**src/rtl/cost_stager.sv**
```systemverilog
// ============================================================================
// cost_stager
// ----------------------------------------------------------------------------
// Stages an N x N cost matrix for a downstream assignment solver and captures
// the solver's result for a consumer.
//
// Operation:
//   LOAD   : accepts N*N cost beats in row-major order (beat k is the cost of
//            worker k/N doing job k%N) and holds the solver in reset.
//   SERVE  : releases the solver. The solver reads cost[W][J] through the
//            registered Cost port. The first sol_valid seen is captured.
//   REPORT : presents the captured result until the consumer accepts it.
//            The solver is held in reset again and the block then returns to
//            LOAD. The matrix contents are kept until each beat is rewritten.
//
// Ports:
//   CLK            single clock; all state changes on its rising edge
//   RST            asynchronous, active-high reset
//   in_valid       upstream cost beat valid
//   in_ready       block can accept a cost beat (LOAD only)
//   in_data        cost beat, CW bits
//   solver_rst     active-high reset to the solver (low only in SERVE)
//   W, J           solver worker / job read address
//   Cost           cost[W][J], one cycle after the address is presented
//   sol_valid      solver result valid (level)
//   sol_mincost    solver minimum total cost
//   sol_matchcount solver count of minimum-cost assignments
//   res_valid      captured result available
//   res_ready      result consumer accepts
//   res_mincost    captured minimum cost
//   res_matchcount captured match count
// ============================================================================
module cost_stager #(
    parameter int CW = 7,   // cost entry width in bits
    parameter int N  = 8    // matrix dimension; this release supports 8 only
) (
    input  logic          CLK,
    input  logic          RST,
    // cost beat upload
    input  logic          in_valid,
    output logic          in_ready,
    input  logic [CW-1:0] in_data,
    // solver side
    output logic          solver_rst,
    input  logic [2:0]    W,
    input  logic [2:0]    J,
    output logic [CW-1:0] Cost,
    input  logic          sol_valid,
    input  logic [9:0]    sol_mincost,
    input  logic [3:0]    sol_matchcount,
    // result delivery
    output logic          res_valid,
    input  logic          res_ready,
    output logic [9:0]    res_mincost,
    output logic [3:0]    res_matchcount
);

    localparam int DEPTH = N * N;
    localparam int AW    = $clog2(DEPTH);
    localparam logic [AW-1:0] LAST_BEAT = AW'(DEPTH - 1);

    typedef enum logic [1:0] {
        LOAD   = 2'd0,
        SERVE  = 2'd1,
        REPORT = 2'd2
    } state_t;

    state_t        state;
    logic [AW-1:0] ld_cnt;
    logic [CW-1:0] mem [DEPTH];

    // in_ready is a registered copy of (state == LOAD), so a beat is taken
    // exactly when the FSM is loading.
    logic          accept;
    logic [AW-1:0] rd_addr;

    assign accept  = in_valid && in_ready;
    // Row-major address: worker selects the row of N entries, job the column.
    assign rd_addr = AW'({W, J});

    // ------------------------------------------------------------------------
    // Control FSM. All handshake outputs are registered and change together
    // with the state, so each output is a clean function of the state.
    // ------------------------------------------------------------------------
    // NOTE: sequential state is written with non-blocking assignments only, so
    // every register samples the values present before the clock edge.
    always_ff @(posedge CLK or posedge RST) begin
        if (RST) begin
            state          <= LOAD;
            ld_cnt         <= '0;
            in_ready       <= 1'b1;
            solver_rst     <= 1'b1;
            res_valid      <= 1'b0;
            res_mincost    <= '0;
            res_matchcount <= '0;
        end else begin
            case (state)
                LOAD: begin
                    if (accept) begin
                        // Wraps to zero on the final beat, ready for the next load.
                        ld_cnt <= ld_cnt + AW'(1);
                        if (ld_cnt == LAST_BEAT) begin
                            state      <= SERVE;
                            in_ready   <= 1'b0;
                            solver_rst <= 1'b0;
                        end
                    end
                end

                SERVE: begin
                    // The solver's result only counts once it is out of reset.
                    if (!solver_rst && sol_valid) begin
                        res_mincost    <= sol_mincost;
                        res_matchcount <= sol_matchcount;
                        res_valid      <= 1'b1;
                        solver_rst     <= 1'b1;
                        state          <= REPORT;
                    end
                end

                REPORT: begin
                    if (res_valid && res_ready) begin
                        res_valid <= 1'b0;
                        in_ready  <= 1'b1;
                        state     <= LOAD;
                    end
                end

                default: begin
                    state      <= LOAD;
                    in_ready   <= 1'b1;
                    solver_rst <= 1'b1;
                    res_valid  <= 1'b0;
                end
            endcase
        end
    end

    // ------------------------------------------------------------------------
    // Cost matrix storage. Written only while loading; read-only otherwise.
    // ------------------------------------------------------------------------
    // NOTE: the array is cleared by reset because a reset must discard any
    // partial matrix; this keeps it in flops rather than a RAM macro.
    always_ff @(posedge CLK or posedge RST) begin
        if (RST) begin
            for (int i = 0; i < DEPTH; i++) begin
                mem[i] <= '0;
            end
        end else if (accept) begin
            mem[ld_cnt] <= in_data;
        end
    end

    // Registered read port, active in every state. A write and a read of the
    // same entry on one edge return the previous contents (no bypass).
    always_ff @(posedge CLK or posedge RST) begin
        if (RST) begin
            Cost <= '0;
        end else begin
            Cost <= mem[rd_addr];
        end
    end

endmodule
```
**config.mk**
```make
export PLATFORM = sky130hd
export DESIGN_NAME = cost_stager
export DESIGN_NICKNAME = d
export VERILOG_FILES = /design/src/rtl/cost_stager.sv
export SDC_FILE = /design/constraint.sdc
export NUM_CORES = 1
export LEC_CHECK = 0
export BUFFER_PORTS_ARGS = -buffer_cell sky130_fd_sc_hd__buf_4
export CAP_MARGIN = 20
export CELL_PAD_IN_SITES_DETAIL_PLACEMENT = 0
export CELL_PAD_IN_SITES_GLOBAL_PLACEMENT = 1
export CORE_ASPECT_RATIO = 2
export CORE_UTILIZATION = 54
export CTS_CLUSTER_DIAMETER = 120
export DETAILED_ROUTE_END_ITERATION = 7
export PLACE_DENSITY = 0.86
export SLEW_MARGIN = 20
export SYNTH_ARGS = -nofsm -noshare
export SYNTH_HDL_FRONTEND = slang
export SYNTH_SLANG_ARGS = --single-unit
```
**constraint.sdc**
```tcl
create_clock -name CLK -period 17.68 [get_ports CLK]
set_input_delay 1.768 -clock CLK [delete_from_list [all_inputs] [get_ports CLK]]
set_output_delay 1.768 -clock CLK [all_outputs]
set_load 0.01 [all_outputs]
```
Word-level counts from Yosys, hierarchy flattened:

Index checks and enable logic that the tools add are counted.

* register bits: 480
* latch bits: 0
* RAM bits: 0
* ROM bits: 0
* input port bits: 32
* output and inout port bits: 24
* logic and storage cells: 119
* memories: 0

* add/sub/neg operators: 1
* multipliers: 0
* div/mod/pow operators: 0
* magnitude comparators: 3
* eq/ne operators: 7
* shift-type cells: 0
* muxes and demuxes: 19
* bitwise gates (word level): 5
* reductions and logical operators: 12

Operators by type and width (number)
* $bwmux 448: 1
* $bmux 7 s6: 1
* $demux 7 s6: 1
* $mux 7: 3
* $ge 7x7->1 const B: 2
* $not 6->7: 2
* $reduce_and 4->1: 3
* $pmux 1 s3: 3
* $mux 2: 4
* $ne 2x2->1 const B: 4
* $lt 7x1->1 const B: 1
* $add 6x1->6 const B: 1
* $eq 6x6->1 const B: 1
* $pmux 2 s3: 1
* $mux 1: 5
* $logic_and 1x1->1: 4
* $reduce_and 2->1: 2
* $not 1->1: 3
* $reduce_and 3->1: 1
* $eq 2x1->1 const B: 1
* $eq 2x2->1 const B: 1
* $logic_not 2->1: 1
* $logic_not 1->1: 1

Logic depth before layout (Yosys ltp):

Gate-level depths: netlist (run 1).

* depth in word-level cells: 6
* mapped depth: 9
* mapped depth without buffers: 6

Worst setup path after synthesis (run 1):

Ideal clock, no wire load.

* path kind: input-to-reg
* from: input port J[0]
* to: register Cost[6]
* setup time: 0.121 ns
* data arrival time: 3.182 ns
* data required time: 17.559 ns
* setup slack: 14.377 ns
* stages on the path: 7
* path buffers: 3
* cell sequence: buf_6 -> buf_8 -> buf_6 -> mux4_1 -> a22oi_1 -> nand3_1 -> a22o_1

* longest elaborated chain between the ends: 4

Ends and longest elaborated chain
* start, declared: line 46 `input logic [2:0] J,`
* $not 6->7 (not written as such): line 160 `Cost <= mem[rd_addr];`
* $bmux 7 s6: line 160
* $mux 7 (not written as such) (2 in a row): line 160
* end signal, assigned: line 160
* end, declared: line 47 `output logic [CW-1:0] Cost,`

Every way passes these cells. The select of a mux whose other input is x is not followed.
A chain may end at the register's enable or synchronous reset.

Final worst setup path (run 1):

* from: input port J[1]
* to: register Cost[1]

The elaborated chain is that of the path after synthesis.

==> results by group, run 1 <==
Clock tree
  • TritonCTS buffer count: 43
  • Post-CTS Setup Repair Bufs: 0
  • Max Buffers Root-to-Sink: 3
  • CTS tree: done
  • Worst-path clk slew: 0.07 ns
  • Post-cts gate resize count: 0
  • Clock root buffer: clkbuf_16
  • H-tree depth: 2
  • # hold bufs at CTS: 0
  • Clock Latency Late Sink: 0.55 ns
  • Clock tree sinks: 480

Routing
  • DRT Wirelength: 51.3 mm
  • Post-route DRC: 0
  • DRT iter0 DRCs: 627
  • Antenna Nets Post-Route: 0
  • Vias/cell: 6.14
  • DR WL/cell: 25.9 microns
  • Via count: 12200
  • DR pass1 iterations: 5

Final layout
  • Synth-to-layout area growth: 9.62%
  • Reg area: 0.0120 sq mm
  • Multi-input logic area: 0.00940 sq mm
  • Fraction of layout cells with a size suffix above 1: 51.8%
  • Final cell area excluding filler cells: 0.0241 sq mm
  • Fill cells: 3020
  • Fin nets: 1452
  • Final Util: 59.9%
  • # diodes: 0

Synthesis
  • Post-Synthesis Cell Area: 0.0220 sq mm
  • Number of synthesized flops with an enable pin: 0
  • Area contributors post-synth: dfrtp_1 (54%), mux2_2 (24%), mux4_2 (9.3%), mux4_1 (1.8%), nor2_2 (1.3%)
  • Seq/Total Area, Yosys: 54.7%
  • Post-synthesis cell count: 1419
  • Syn_nets: 1452
  • YS warnings: 0
  • Synth top area share: 54.4%
  • Asr flop ratio synth: 100%
  • Mean area per synthesized cell: 15.5 sq um
  • Top cell type by total area after synthesis: dfrtp_1
  • Number of library cell types mapped by synthesis: 54
  • Most frequent cell after synthesis: dfrtp_1
  • Commonest cells in the netlist: dfrtp_1 (478), mux2_2 (471), mux4_2 (91)
  • FF+latch count, synth: 480
  • Ys flop type: dfrtp_1

Placed design
  • Port buffer count: 55
  • Placer Congestion: 0.829
  • Worst slack, placed: 12.32 ns
  • Post-DP Area: 0.0226 sq mm
  • Hpwl dp: 33.5 mm

Setup path
  • Worst EP required: 18.08 ns
  • Crit. End Element: flop
  • Critical path startpoint: J[1]
  • R2R setup slack: 14.73 ns
  • Critical R2R Launch: in_ready$_DFFE_PP1P_
  • CP Max Fanout: 59
  • Crit start category: input pin
  • Critical path class: in2reg
  • Worst Path Arrival: 5.12 ns

Floorplan
  • Full die area: 0.0416 sq mm
  • Core footprint: 0.0402 sq mm
  • Die X: 145 microns
  • I/O pin cnt: 56
  • Initial Utilization: 54.7%
  • Die Ht: 287 microns
  • Site Rows: 104

Job
  • MaxCap Viol Count: 0

Timing
  • Max Freq: 0.212 GHz
  • Unrepaired setup endpoints after global routing: false
  • Final hold violations: 0
  • Final setup viols: 0
  • PnR worst setup slack: 12.96 ns
  • Worst-Margin Slew: 1.16 ns
  • Fin Setup TNS: 0 ns
  • Fin crit share: 26.7%
  • Tmin final: 4.72 ns
  • Setup Skew: 0.0155 ns
  • Slew HR: 22.7%
  • Slew Viols, Final: 0

Pwr
  • Total power: 2.18 mW
  • Pleak: 11.7 nW
  • Worst VDD drop: 0.0724 mV
  • Power per cell area: 90.6 mW/mm^2

Global route
  • Via count of the first global-routing pass: 13500
  • Tot GR Track Use: 26.3%
  • First-pass GRT wire length: 80.3 mm
  • Gr ovfl total: 0
  • Pin count of the biggest net entering global routing: 186
  • Initial antenna violation count: 1

Min path
  • HP Class: reg2reg
  • Beginning of the worst hold path: mem[104]$_DFFE_PP0P_

Status
  • Run status: finished clean
placed cells by master (no fill, tap or decap), types with 4 or more instances in the layout:
cell / count
nand3_1: 6
mux4_2: 91
a2111oi_0: 6
clkinv_2: 8
mux2i_1: 27
buf_4: 59
nor2_2: 44
nor3_1: 5
nor2_1: 27
clkbuf_1: 5
o221ai_1: 6
a221o_1: 6
a21oi_1: 10
o41ai_1: 6
a211oi_1: 13
dfrtp_1: 478
nand2_1: 31
mux2_2: 471
clkbuf_16: 43
bufinv_16: 6
nor2b_1: 9
clkbuf_8: 11
mux4_1: 15
o22ai_1: 7
nand2b_1: 4
o22a_1: 6
logic make-up after synthesis:
group,synth area share [%]
compound gates,2.40
simple gates,3.63
xor+xnor,0.199
buf+inv,2.58
fa+ha+maj,0.0569
flops,54.7
mux,36.5
worst max-delay path, cell delays in order:
cell and delay (ns):
buf_4 0.72, buf_4 0.78, mux4_2 0.58, nor2b_1 0.14
a2111oi_0 0.85, o41ai_1 0.18
layout make-up:
type	instances	share of cell area [%]
clock inverter	16	0.981
sequential	480	49.9
tap	530	2.75
inverter	4	0.0935
multi-input combinational	827	39.0
timing repair buffer	63	2.13
clock buffer	59	5.17
final timing paths:
check                                       endpoint  cells past startpoint
worst max-delay path               Cost[1]$_DFF_PP0_                      6
worst min-delay path            mem[104]$_DFFE_PP0P_                      1
worst max register to register  mem[397]$_DFFE_PP0P_                      4
worst min register to register  mem[104]$_DFFE_PP0P_                      1
max in group asynchronous       mem[258]$_DFFE_PP0P_                      5
min in group asynchronous       mem[155]$_DFFE_PP0P_                      2
sequential cells by signal, indices dropped and copies added, names as in the netlist:
| signal | count |
|---|---|
| res_mincost | 10 |
| mem | 448 |
| ld_cnt | 6 |
| state | 2 |
| solver_rst | 1 |
| in_ready | 1 |
| res_valid | 1 |
| Cost | 7 |
| res_matchcount | 4 |
metrics by stage:
| step | instances | hold slack, ns |
|---|---|---|
| 3_5_place_dp | 1903 | 0.484 |
| 2_1_floorplan | 1419 | 0.470 |
| 3_3_place_gp | 1903 | 0.477 |
| 4_1_cts | 1978 | 0.499 |
| 5_1_grt | 1979 | 0.512 |
| 6_report | 1979 | 0.494 |
layer usage:
| metal | vias to the layer above | global-route usage, % | wire length [microns] |
|---|---|---|---|
| met1 | 6482 | 30.0 | 18400 |
| li1 | 5261 | - | - |
| met4 | 2 | 15.2 | 3280 |
| met5 | - | 0 | 13 |
| met3 | 135 | 3.03 | 1690 |
| met2 | 277 | 46.7 | 27900 |
power by group:
group          switching [mW]  internal [mW]  leakage, nW  total, mW
registers            0.000901           1.10         6.69       1.10
logic                  0.0675         0.0241         4.25     0.0916
clock network           0.410          0.580        0.736      0.990
(Power assumes the default switching activity.)
==> run 2: changes to the inputs <==
--- a/config.mk
+++ b/config.mk
@@ -10,10 +10,10 @@
 export CELL_PAD_IN_SITES_DETAIL_PLACEMENT = 0
 export CELL_PAD_IN_SITES_GLOBAL_PLACEMENT = 1
 export CORE_ASPECT_RATIO = 2
-export CORE_UTILIZATION = 54
+export CORE_UTILIZATION = 48
 export CTS_CLUSTER_DIAMETER = 120
 export DETAILED_ROUTE_END_ITERATION = 7
-export PLACE_DENSITY = 0.86
+export PLACE_DENSITY = 0.82
 export SLEW_MARGIN = 20
 export SYNTH_ARGS = -nofsm -noshare
 export SYNTH_HDL_FRONTEND = slang
==> constraint.sdc (replaced) <==
create_clock -name CLK -period 3.9 [get_ports CLK]
set_input_delay 0.39 -clock CLK [delete_from_list [all_inputs] [get_ports CLK]]
set_output_delay 0.39 -clock CLK [all_outputs]
set_load 0.01 [all_outputs]
==> run 2 against run 1 <==
Net effect: core utilization down 6.2 points; power rose to 4.5 times the previous value; critical path depth down 1; register-to-register slack worse by 13 ns.
==> results by group, run 2 (synthesis results as in run 1) <==
Status
  • Run status: finished clean

Floorplan
  • Die Ht: 305 microns (+6.0%)
  • Full die area: 0.0467 sq mm (+12%)
  • I/O pin cnt: 56 (unchanged)
  • Initial Utilization: 48.7% (-6.0 points)
  • Die X: 153 microns (+6.0%)
  • Core footprint: 0.0451 sq mm (+12%)
  • Site Rows: 110 (+5.8%)

Timing
  • Setup Skew: 0.0104 ns (-0.00504 ns)
  • Final setup viols: 0 (unchanged)
  • Fin crit share: 67.1%
  • Tmin final: 2.62 ns
  • PnR worst setup slack: 1.28 ns (-11.67 ns)
  • Worst-Margin Slew: 0.937 ns (-0.219 ns)
  • Max Freq: 0.382 GHz
  • Unrepaired setup endpoints after global routing: false
  • Final hold violations: 0 (unchanged)
  • Slew Viols, Final: 0 (unchanged)
  • Fin Setup TNS: 0 ns (unchanged)
  • Slew HR: 37.4% (+15 points)

Final layout
  • Top reg by flops: mem
  • Fin nets: 1467 (+1.0%)
  • Final non-filler cell total: 2020 (+2.1%)
  • Fill cells: 3651 (+21%)
  • # diodes: 0 (unchanged)
  • Top Registers: mem (448), res_mincost (10), Cost (7)
  • Most common cell after layout, fill and taps aside: dfrtp_1
  • Max reg flops: 448 (unchanged)
  • Synth-to-layout area growth: 10.4%
  • Most frequent cells in the layout: dfrtp_1 (478), mux2_2 (471), mux4_2 (91)
  • Fraction of layout cells with a size suffix above 1: 52.1% (+0.36 points)

Clock tree
  • Worst-path clk slew: 0.06 ns (about the same)
  • Post-CTS Setup Repair Bufs: 0 (unchanged)
  • Clock root buffer: clkbuf_16
  • Max Buffers Root-to-Sink: 3 (unchanged)
  • H-tree depth: 2 (unchanged)
  • TritonCTS buffer count: 44 (+2.3%)
  • Post-cts gate resize count: 0 (unchanged)
  • CTS tree: done
  • Clock tree sinks: 480 (unchanged)
  • Clock Latency Late Sink: 0.57 ns (+0.02 ns)
  • # hold bufs at CTS: 0 (unchanged)

Job
  • MaxCap Viol Count: 0 (unchanged)

Routing
  • DRT Wirelength: 52.7 mm (+2.7%)
  • DR WL/cell: 26.1 microns (+0.63%)
  • Vias/cell: 6.09 (-0.94%)
  • Via count: 12300 (+1.1%)
  • DRT iter0 DRCs: 639 (+1.9%)
  • Post-route DRC: 0 (unchanged)
  • Antenna Nets Post-Route: 0 (unchanged)
  • DR pass1 iterations: 5 (unchanged)

Global route
  • Tot GR Track Use: 23.9% (-2.3 points)
  • Via count of the first global-routing pass: 13900 (+2.3%)
  • Gr ovfl total: 0 (unchanged)
  • Pin count of the biggest net entering global routing: 103 (-45%)
  • Initial antenna violation count: 0 (-1)
  • First-pass GRT wire length: 84.0 mm (+4.6%)

Setup path
  • Crit. End Element: flop
  • Reg-to-reg endpoint: mem[418]$_DFFE_PP0P_
  • Critical path class: reg2reg
  • Critical R2R Launch: in_ready$_DFFE_PP1P_
  • Slowest Stage Delay on Critical Path: 0.62 ns (-0.23 ns)
  • R2R setup slack: 1.28 ns (-13.45 ns)
  • Worst EP required: 4.35 ns (-13.73 ns)
  • Reg2Reg Depth: 5 (+1)
  • CP Max Fanout: 8 (-86%)
  • Crit-path slowest cell: nor2_2
  • Worst Path Arrival: 3.07 ns (-2.05 ns)
  • Critical path cell sequence: nand2_1, nor2_1, nand2_1, nor2_2, mux2_2
  • Crit start category: flop
  • Crit-path most repeated cell: nand2_1

Placed design
  • Placer Congestion: 0.839 (+1.1%)
  • Worst slack, placed: 1.16 ns (-11.16 ns)
  • Cell count after placement: 1948 (+2.4%)
  • Hpwl dp: 35.4 mm (+5.7%)
  • Port buffer count: 55 (unchanged)

Pwr
  • Power per cell area: 405 mW/mm^2 (+350%)
  • Pleak: 11.7 nW (+0.52%)
  • Worst VDD drop: 0.319 mV (+340%)

Min path
  • HP Class: in2async
[run 2: changes by cell type in the layout (fill, tap and decap cells not counted), sizes merged]
cell / delta
inv: -2
buf: +14
bufinv: -3
clkbuf: +5
clkinv: -6
clkinvlp: +3
[run 2: final cells by class]
type	instances	area, sq um	share of cell area, %
flip-flops and latches	480	12000	49.5
multi-input cells	827	9400	38.7
clock buffers	64	1340	5.51
well taps	560	701	2.89
repair buffers	77	682	2.81
clock inverters	8	123	0.505
inverters	4	18.8	0.0773
[run 2: worst max path at each step]
stage	start	cells past startpoint	endpoint	slack (ns)
6_report	in_ready$_DFFE_PP1P_	5	mem[418]$_DFFE_PP0P_	1.28
3_5_place_dp	J[1]	6	Cost[0]$_DFF_PP0_	1.16
5_1_grt	in_ready$_DFFE_PP1P_	5	mem[418]$_DFFE_PP0P_	1.17
2_1_floorplan	RST	1	Cost[0]$_DFF_PP0_	-2.99
3_3_place_gp	J[1]	5	Cost[1]$_DFF_PP0_	1.16
4_1_cts	in_ready$_DFFE_PP1P_	5	mem[418]$_DFFE_PP0P_	1.29
[run 2: per-stage QoR]
stage	power [mW]	cell area (sq um)	hold WS [ns]	util, %
after detailed placement	5.52	22800	0.486	50.5
final	9.83	24300	0.0265	53.8
after floorplan	5.38	22000	0.470	-
after global placement	5.51	22800	0.478	50.5
after global routing	10.2	24300	0.0410	53.8
after CTS	9.95	24300	0.0279	53.8
[run 2: critical path, delay by kind of cell, from the launching register on]
kind          cells  cell delay, ns
simple gates      4            1.53
mux               1            0.41
flops             1            0.56
[run 2: metal layers]
metal	vias to the layer above	global-route usage [%]	wire length, microns
li1	5295	-	-
met1	6566	26.7	18900
met2	281	43.0	28500
met3	150	3.04	1840
met4	0	14.8	3510
met5	-	0	0
[run 2: where the power goes]
part,total [mW],switching [mW],leakage [nW],internal [mW]
Sequential,4.99,0.00420,6.69,4.99
Combinational,0.431,0.310,4.33,0.121
Clock,4.41,1.86,0.712,2.56
Total,9.83,2.17,11.7,7.67
